[src/rtl/led_fade_pkg.sv]
// Shared types and default constants for the LED PWM fader.
package led_fade_pkg;

  localparam int unsigned DEF_PWM_BITS  = 8;
  localparam int unsigned DEF_FADE_STEP = 1;

  typedef enum logic [1:0] {
    ST_OFF     = 2'd0,
    ST_RISING  = 2'd1,
    ST_ON      = 2'd2,
    ST_FALLING = 2'd3
  } ch_state_t;

endpackage

[src/rtl/led_fade_channel.sv]
// One LED channel: fade state, brightness level, duty mapping and PWM compare.
// Optional gamma duty curve is enabled with `define LED_PWM_FADER_GAMMA_EN.
module led_fade_channel
  import led_fade_pkg::*;
#(
  parameter int unsigned PWM_BITS  = DEF_PWM_BITS,
  parameter int unsigned FADE_STEP = DEF_FADE_STEP
) (
  input  logic                clk,
  input  logic                rst_n,
  input  logic                target,
  input  logic                tick,
  input  logic [PWM_BITS-1:0] pwm_cnt,
  output logic                led,
  output logic                active
);

  localparam logic [PWM_BITS:0] MAX_EXT  = {1'b0, {PWM_BITS{1'b1}}};
  localparam logic [PWM_BITS:0] STEP_EXT = (PWM_BITS+1)'(FADE_STEP);

  ch_state_t           state, state_nx;
  logic [PWM_BITS-1:0] level, level_nx;
  logic [PWM_BITS:0]   sum, diff;
  logic [PWM_BITS-1:0] duty;
  logic                full_on;

  // State and level registers.
  always_ff @(posedge clk or negedge rst_n) begin
    if (!rst_n) begin
      state <= ST_OFF;
      level <= '0;
    end else begin
      state <= state_nx;
      level <= level_nx;
    end
  end

  // Next state: a tick steps toward the current target (one bit of headroom
  // catches overflow/borrow so saturation never wraps); otherwise only the
  // fade direction follows the target.
  always_comb begin
    state_nx = state;
    level_nx = level;
    sum      = {1'b0, level} + STEP_EXT;
    diff     = {1'b0, level} - STEP_EXT;
    if (tick) begin
      if (target) begin
        if (sum >= MAX_EXT) begin
          level_nx = '1;
          state_nx = ST_ON;
        end else begin
          level_nx = sum[PWM_BITS-1:0];
          state_nx = ST_RISING;
        end
      end else begin
        if (diff[PWM_BITS] || diff == '0) begin
          level_nx = '0;
          state_nx = ST_OFF;
        end else begin
          level_nx = diff[PWM_BITS-1:0];
          state_nx = ST_FALLING;
        end
      end
    end else if (target && (state == ST_OFF || state == ST_FALLING)) begin
      state_nx = ST_RISING;
    end else if (!target && (state == ST_ON || state == ST_RISING)) begin
      state_nx = ST_FALLING;
    end
  end

`ifdef LED_PWM_FADER_GAMMA_EN
  logic [2*PWM_BITS-1:0] sq;
  assign sq      = {{PWM_BITS{1'b0}}, level} * {{PWM_BITS{1'b0}}, level};
  assign duty    = PWM_BITS'(sq >> PWM_BITS);
  assign full_on = (level == '1);
`else
  assign duty    = level;
  assign full_on = 1'b0;
`endif

  assign active = (state == ST_RISING) || (state == ST_FALLING);

  // Registered PWM drive; ON/OFF override the compare.
  always_ff @(posedge clk or negedge rst_n) begin
    if (!rst_n) begin
      led <= 1'b0;
    end else begin
      case (state)
        ST_ON:   led <= 1'b1;
        ST_OFF:  led <= 1'b0;
        default: led <= full_on | (pwm_cnt < duty);
      endcase
    end
  end

endmodule

[src/rtl/led_pwm_fader.sv]
// Four-channel LED PWM fader: shared PWM counter, per-channel faders, busy flag.
// Gamma duty curve per channel is selected with `define LED_PWM_FADER_GAMMA_EN.
module led_pwm_fader
  import led_fade_pkg::*;
#(
  parameter int unsigned PWM_BITS  = DEF_PWM_BITS,
  parameter int unsigned FADE_STEP = DEF_FADE_STEP
) (
  input  logic       i_clk,
  input  logic       i_reset_n,
  input  logic [3:0] i_pattern,
  input  logic       i_tick,
  output logic [3:0] o_leds,
  output logic       o_busy
);

  logic [PWM_BITS-1:0] pwm_cnt;
  logic [3:0]          active;

  // Free-running PWM counter shared by all channels.
  always_ff @(posedge i_clk or negedge i_reset_n) begin
    if (!i_reset_n) pwm_cnt <= '0;
    else            pwm_cnt <= pwm_cnt + 1'b1;
  end

  genvar k;
  for (k = 0; k < 4; k++) begin : g_ch
    led_fade_channel #(
      .PWM_BITS  (PWM_BITS),
      .FADE_STEP (FADE_STEP)
    ) u_ch (
      .clk     (i_clk),
      .rst_n   (i_reset_n),
      .target  (i_pattern[k]),
      .tick    (i_tick),
      .pwm_cnt (pwm_cnt),
      .led     (o_leds[k]),
      .active  (active[k])
    );
  end

  // Busy while any channel is mid-fade.
  always_ff @(posedge i_clk or negedge i_reset_n) begin
    if (!i_reset_n) o_busy <= 1'b0;
    else            o_busy <= |active;
  end

endmodule

[config.mk]
export PLATFORM = sky130hd
export DESIGN_NAME = led_pwm_fader
export DESIGN_NICKNAME = d
export VERILOG_FILES = /design/src/rtl/led_fade_pkg.sv /design/src/rtl/led_fade_channel.sv /design/src/rtl/led_pwm_fader.sv
export SDC_FILE = /design/constraint.sdc
export NUM_CORES = 1
export LEC_CHECK = 0
export ABC_CLOCK_PERIOD_IN_PS = 2800
export CORE_MARGIN = 2
export CORE_UTILIZATION = 64
export CTS_CLUSTER_DIAMETER = 50
export DETAILED_ROUTE_END_ITERATION = 16
export GPL_ROUTABILITY_DRIVEN = 0
export HOLD_SLACK_MARGIN = 0.03
export PLACE_DENSITY = 0.92
export SLEW_MARGIN = 15
export SYNTH_ARGS = -nofsm -noshare
export SYNTH_HDL_FRONTEND = slang
export SYNTH_SLANG_ARGS = --single-unit
[constraint.sdc]
create_clock -name i_clk -period 2.8 [get_ports i_clk]
set_input_delay 0.28 -clock i_clk [delete_from_list [all_inputs] [get_ports i_clk]]
set_output_delay 0.28 -clock i_clk [all_outputs]
set_load 0.005 [all_outputs]
Word-level counts from Yosys, hierarchy flattened
Index checks and enable logic that the tools add are counted.
{"block": "op_classes", "n_lt_le_gt_ge": 8, "n_reduce_logical": 41, "n_addsub": 9, "muxes": 40, "n_eq_ne": 12}
{"operator": "8-bit two-way mux", "n": 12}
{"operator": "2-bit two-way mux", "n": 24}
{"operator": "8-bit by 1-bit adder with 9-bit output (second input constant)", "n": 4}
{"operator": "9-bit by 8-bit >= comparator with 1-bit output (second input constant)", "n": 4}
{"operator": "9-bit zero test", "n": 4}
{"operator": "8-bit by 1-bit subtractor with 9-bit output (second input constant)", "n": 4}
{"operator": "8-bit less-than comparator", "n": 4}
{"operator": "2-bit equality test (second input constant)", "n": 8}
{"operator": "1-bit logical OR", "n": 16}
{"operator": "3-bit nonzero test", "n": 4}
{"operator": "8-bit by 1-bit adder with 8-bit output (second input constant)", "n": 1}
{"operator": "2-bit by 1-bit equality test with 1-bit output (second input constant)", "n": 4}
{"operator": "1-bit logical AND", "n": 8}
{"operator": "2-bit zero test", "n": 4}
{"operator": "1-bit one-hot mux with 2 select lines", "n": 4}
{"operator": "1-bit zero test", "n": 4}
{"operator": "4-bit OR reduction", "n": 1}
{"block": "word_totals", "input_bits": 7, "ff_bits": 53}

Depth between registers and ports, before layout
{"block": "logic_depth", "ltp_word": 6, "depth_mapped": 9, "mapped_depth_nobuf": 8}

Hierarchy
Synthesis repeated with hierarchy kept, for this count alone.
{"block": "unflattened", "cells_unflattened": 632, "area_unflattened_um2": 5265.0}
{"module": "led_fade_channel (g_ch[0].u_ch ...)", "cells_each": 150, "instances": 3, "seq_area_each_um2": 275.3, "area_each_um2": 1223.7}
{"module": "led_fade_channel (g_ch[2].u_ch)", "cells_each": 156, "instances": 1, "seq_area_each_um2": 275.3, "area_each_um2": 1244.9}
{"module": "led_pwm_fader", "cells_each": 26, "instances": 1, "seq_area_each_um2": 225.2, "area_each_um2": 349.1}

Worst setup path after synthesis
Ideal clock, no wire load.
{"block": "synth_path", "kind": "reg2reg", "start": "register g_ch[2].u_ch.level[0]", "end": "register g_ch[2].u_ch.level[2]", "path_stages_with_launch": 10, "arrival_ns": 2.211, "path_buffers": 1, "synth_period_minus_slack_ns": 2.332, "slack_ns": 0.468, "setup_ns": 0.121, "path_cell_list": "dfrtp_1 clkbuf_1 inv_1 ha_1 or3b_2 nor3_1 a21boi_0 o21ai_2 o21ai_0 a22o_1"}
{"block": "synth_via", "elab_chain_cells": 5}
{"item": "start, declared", "line": "led_fade_channel.sv:22", "source": "logic [PWM_BITS-1:0] level, level_nx;"}
{"item": "start signal, assigned", "line": "led_fade_channel.sv:34", "source": "level <= level_nx;"}
{"item": "parallel branches: the longest is 4 deep, another holds 8-bit by 1-bit adder with 9-bit output"}
{"item": "8-bit two-way mux *", "line": "led_fade_channel.sv:47", "source": "if (target) begin"}
Mark *: on every way between the ends.
A chain may end at the register's enable or synchronous reset.

Worst setup path in the final report
{"block": "layout_path", "start": "register g_ch[2].u_ch.level[0]", "end": "register g_ch[2].u_ch.level[1]"}
Same word-level chain as after synthesis.

==> impl_metrics.json <==
{
  "start_util_pct": 65.18,
  "fin_util_pct": 67.60,
  "antenna_found_initial": 0,
  "cp-end-kind": "flop",
  "synth.distinct_cells": 76,
  "grt.overflow.total": 0,
  "drt-initial-drc-count": 346,
  "num-nets-final": 649,
  "arrival_ns": 2.80,
  "p_clk_share_pct": 12.3,
  "power_density_nw_per_um2": 749.9,
  "dr.pass1.iters": 5,
  "synthSimpleGateAreaFrac_pct": 20.67,
  "hold_viol": 0,
  "grt_pass1_wl_um": 20550,
  "required_ns": 3.05,
  "postSynthCellCount": 609,
  "h-tree-depth": 2,
  "hold_class": "input pin to asynchronous set/reset pin",
  "crit_fanout": 12,
  "period_minus_slack_ns": 2.549,
  "cts_root_buffer": "clkbuf_8",
  "fin_crit_sh_pct": 91.02,
  "yosys.area.top_type": "dfrtp_1",
  "wl_per_cell_um": 17.29,
  "startpoint_type": "flop",
  "clk_pin_slew_worst_paths_ns": 0.11,
  "synth_nets": 669,
  "ys_seq_area_share_pct": 26.75,
  "cap_violations": 0,
  "ant_nets": 0,
  "grt_max_degree": 36,
  "final.setup.tns_ns": 0,
  "die_h_um": 92.02,
  "yosysTopAreaCellShare_pct": 26.75,
  "leakage_nw": 2.193,
  "ir_drop_uv": 400.1,
  "clock_sinks": 53,
  "cts_buffer_depth": 2,
  "grt_pass1_vias": 4486,
  "slew_headroom_pct": 43.95,
  "crit_type": "flop to flop",
  "slew_viol_final": 0,
  "die_area_um2": 8468,
  "synth_compound_area_share_pct": 26.85,
  "tightest_slew_ns": 0.8407,
  "ios": 12,
  "drive_above_1_share_pct": 6.102,
  "clk_latency_ns": 0.32,
  "vias": 4720,
  "ys.flop_type": "dfrtp_1",
  "placed_cells": 684,
  "synth-edff-count": 0,
  "synth_seq_cells": 53,
  "ys_warn_count": 0,
  "coreArea_um2": 7607,
  "cts_tree": "done",
  "stdcell_count": 692,
  "synthArstFlopShare_pct": 100.0,
  "synthTopCellsByCount": "dfrtp_1, ha_1, inv_1",
  "status": "finished, final reports clean",
  "swShare_pct": 48.41,
  "synthMuxAreaShare_pct": 0.6308,
  "final.setup_skew_ns": 0.007394,
  "rsz0062_at_grt": "no",
  "numCtsBuffers": 5,
  "synth_area_per_cell_um2": 8.142,
  "post-dp-hpwl_um": 8620,
  "num_rows": 32,
  "synth_area_um2": 4959,
  "port_buffers": 11,
  "yosys-top-cells-area": "dfrtp_1, ha_1, o21ai_0, a21oi_1, inv_1",
  "n_fill_cell": 597,
  "avgViaCountPerCell": 6.821,
  "diodes": 0,
  "synth-xor-area-share_pct": 4.214,
  "p_comb_share_pct": 49.0,
  "synthAdderAreaFrac_pct": 13.37,
  "setup_viol": 0,
  "internal-power_mw": 1.989,
  "grtUsageTotal_pct": 29.25,
  "syn_to_final_growth_pct": 3.709,
  "wl_um": 11960,
  "max_clock_freq_mhz": 392.4,
  "chipWidth_um": 92.02,
  "drc": 0,
  "synth_top_family_by_area": "compound AO/OA/AOI/OAI gates",
  "switchingPower_mw": 1.867,
  "seqPwrFrac_pct": 38.7
}
-- power by group through the flow --
stage / Sequential (mW) / Clock [mW] / Combinational [mW]
after floorplan: 1.14 / 0 / 1.79
after CTS: 1.47 / 0.480 / 1.86
after global placement: 1.47 / 0 / 1.75
final: 1.49 / 0.476 / 1.89
after global routing: 1.55 / 0.504 / 2.12
after detailed placement: 1.49 / 0 / 1.85
-- critical path: stages (launching register included) --
cell and delay, ns:
dfrtp_1 0.57, ha_1 0.27, nand3_1 0.17, or3_1 0.39
a2111oi_0 0.45, nor2_1 0.16, o21ai_1 0.26, a2bb2oi_1 0.20
-- cell usage in the layout (no fill, tap or decap), types with 7 or more instances in the layout --
master           synthesis  layout
ha_1                    53      53
a21o_1                   9       9
clkdlybuf4s50_1          0       9
nor3_1                  23      21
nand3_1                 22      22
nand4_1                 10      10
dfrtp_1                 53      53
a31oi_1                 14      14
nand2_1                 38      38
a211oi_1                 7       7
nand2b_1                 9       9
buf_4                    5       8
a21oi_1                 37      37
nor2_1                  40      40
xnor2_1                 15      15
a22o_1                   8       8
inv_1                   45      45
o21ai_0                 44      44
and3_1                   7       7
xor2_1                   7       7
o31ai_1                  8       8
o211ai_1                15      15
-- area by class of cell --
type	instances	area [um2]	area share (%)
multi-input cells	465	3269	63.58
well taps	102	127.6	2.482
flip-flops and latches	53	1326	25.79
inverters	45	168.9	3.285
repair buffers	19	160.2	3.114
clock inverters	3	21.27	0.4136
clock buffers	5	68.82	1.338
-- timing repair --
item | CTS | global route
resized for setup | 0 | 2
setup endpoints to repair | 0 | 5
hold buffers | 0 | 0
buffers inserted | 0 | 0
-- sequential cells by signal (all words and copies together), names as in the netlist --
register         cells
g_ch.u_ch.duty      32
g_ch.u_ch.state      8
pwm_cnt              8
g_ch.u_ch.led        4
o_busy               1
-- per-layer routing --
metal	part of all wire, %	global-route usage [%]	vias up
met5	0	0	-
met4	2.9	12.31	0
met3	7.5	3.369	47
met2	48	49.02	271
met1	42	38.38	2188
li1	-	-	2214
-- worst paths after layout --
kind                                                   start  slack, ns                          endpoint  cells after the start
max                         g_ch[2].u_ch.duty[0]$_DFFE_PN0P_       0.25  g_ch[2].u_ch.duty[1]$_DFFE_PN0P_                      7
min                                                i_reset_n       0.05  g_ch[1].u_ch.duty[7]$_DFFE_PN0P_                      1
max reg2reg                 g_ch[2].u_ch.duty[0]$_DFFE_PN0P_       0.25  g_ch[2].u_ch.duty[1]$_DFFE_PN0P_                      7
min reg2reg                g_ch[3].u_ch.state[0]$_DFFE_PN0P_       0.60        g_ch[3].u_ch.led$_DFF_PN0_                      1
max in group asynchronous                          i_reset_n       2.06  g_ch[2].u_ch.duty[3]$_DFFE_PN0P_                      2
min in group i_clk                                    i_tick       0.30  g_ch[3].u_ch.duty[7]$_DFFE_PN0P_                      2
-- through the flow --
| step | total power [mW] | area, um2 | setup WS [ns] | hold WS, ns |
|---|---|---|---|---|
| 3_5_place_dp | 3.331 | 5042 | 0.1808 | 0.4308 |
| 2_1_floorplan | 2.926 | 4959 | 0.4680 | -0.01559 |
| 5_1_grt | 4.175 | 5142 | 0.06445 | 0.1068 |
| 3_3_place_gp | 3.219 | 5042 | 0.4022 | 0.4222 |
| 4_1_cts | 3.810 | 5132 | 0.1524 | 0.07770 |
| 6_report | 3.856 | 5142 | 0.2515 | 0.05377 |
-- logic make-up after synthesis --
kind of cell,Yosys count
buf+inv,91
simple gates,190
fa+ha+maj,53
mux,3
xor+xnor,23
flops,53
compound gates,196
Power figures use the tool's default switching activity.
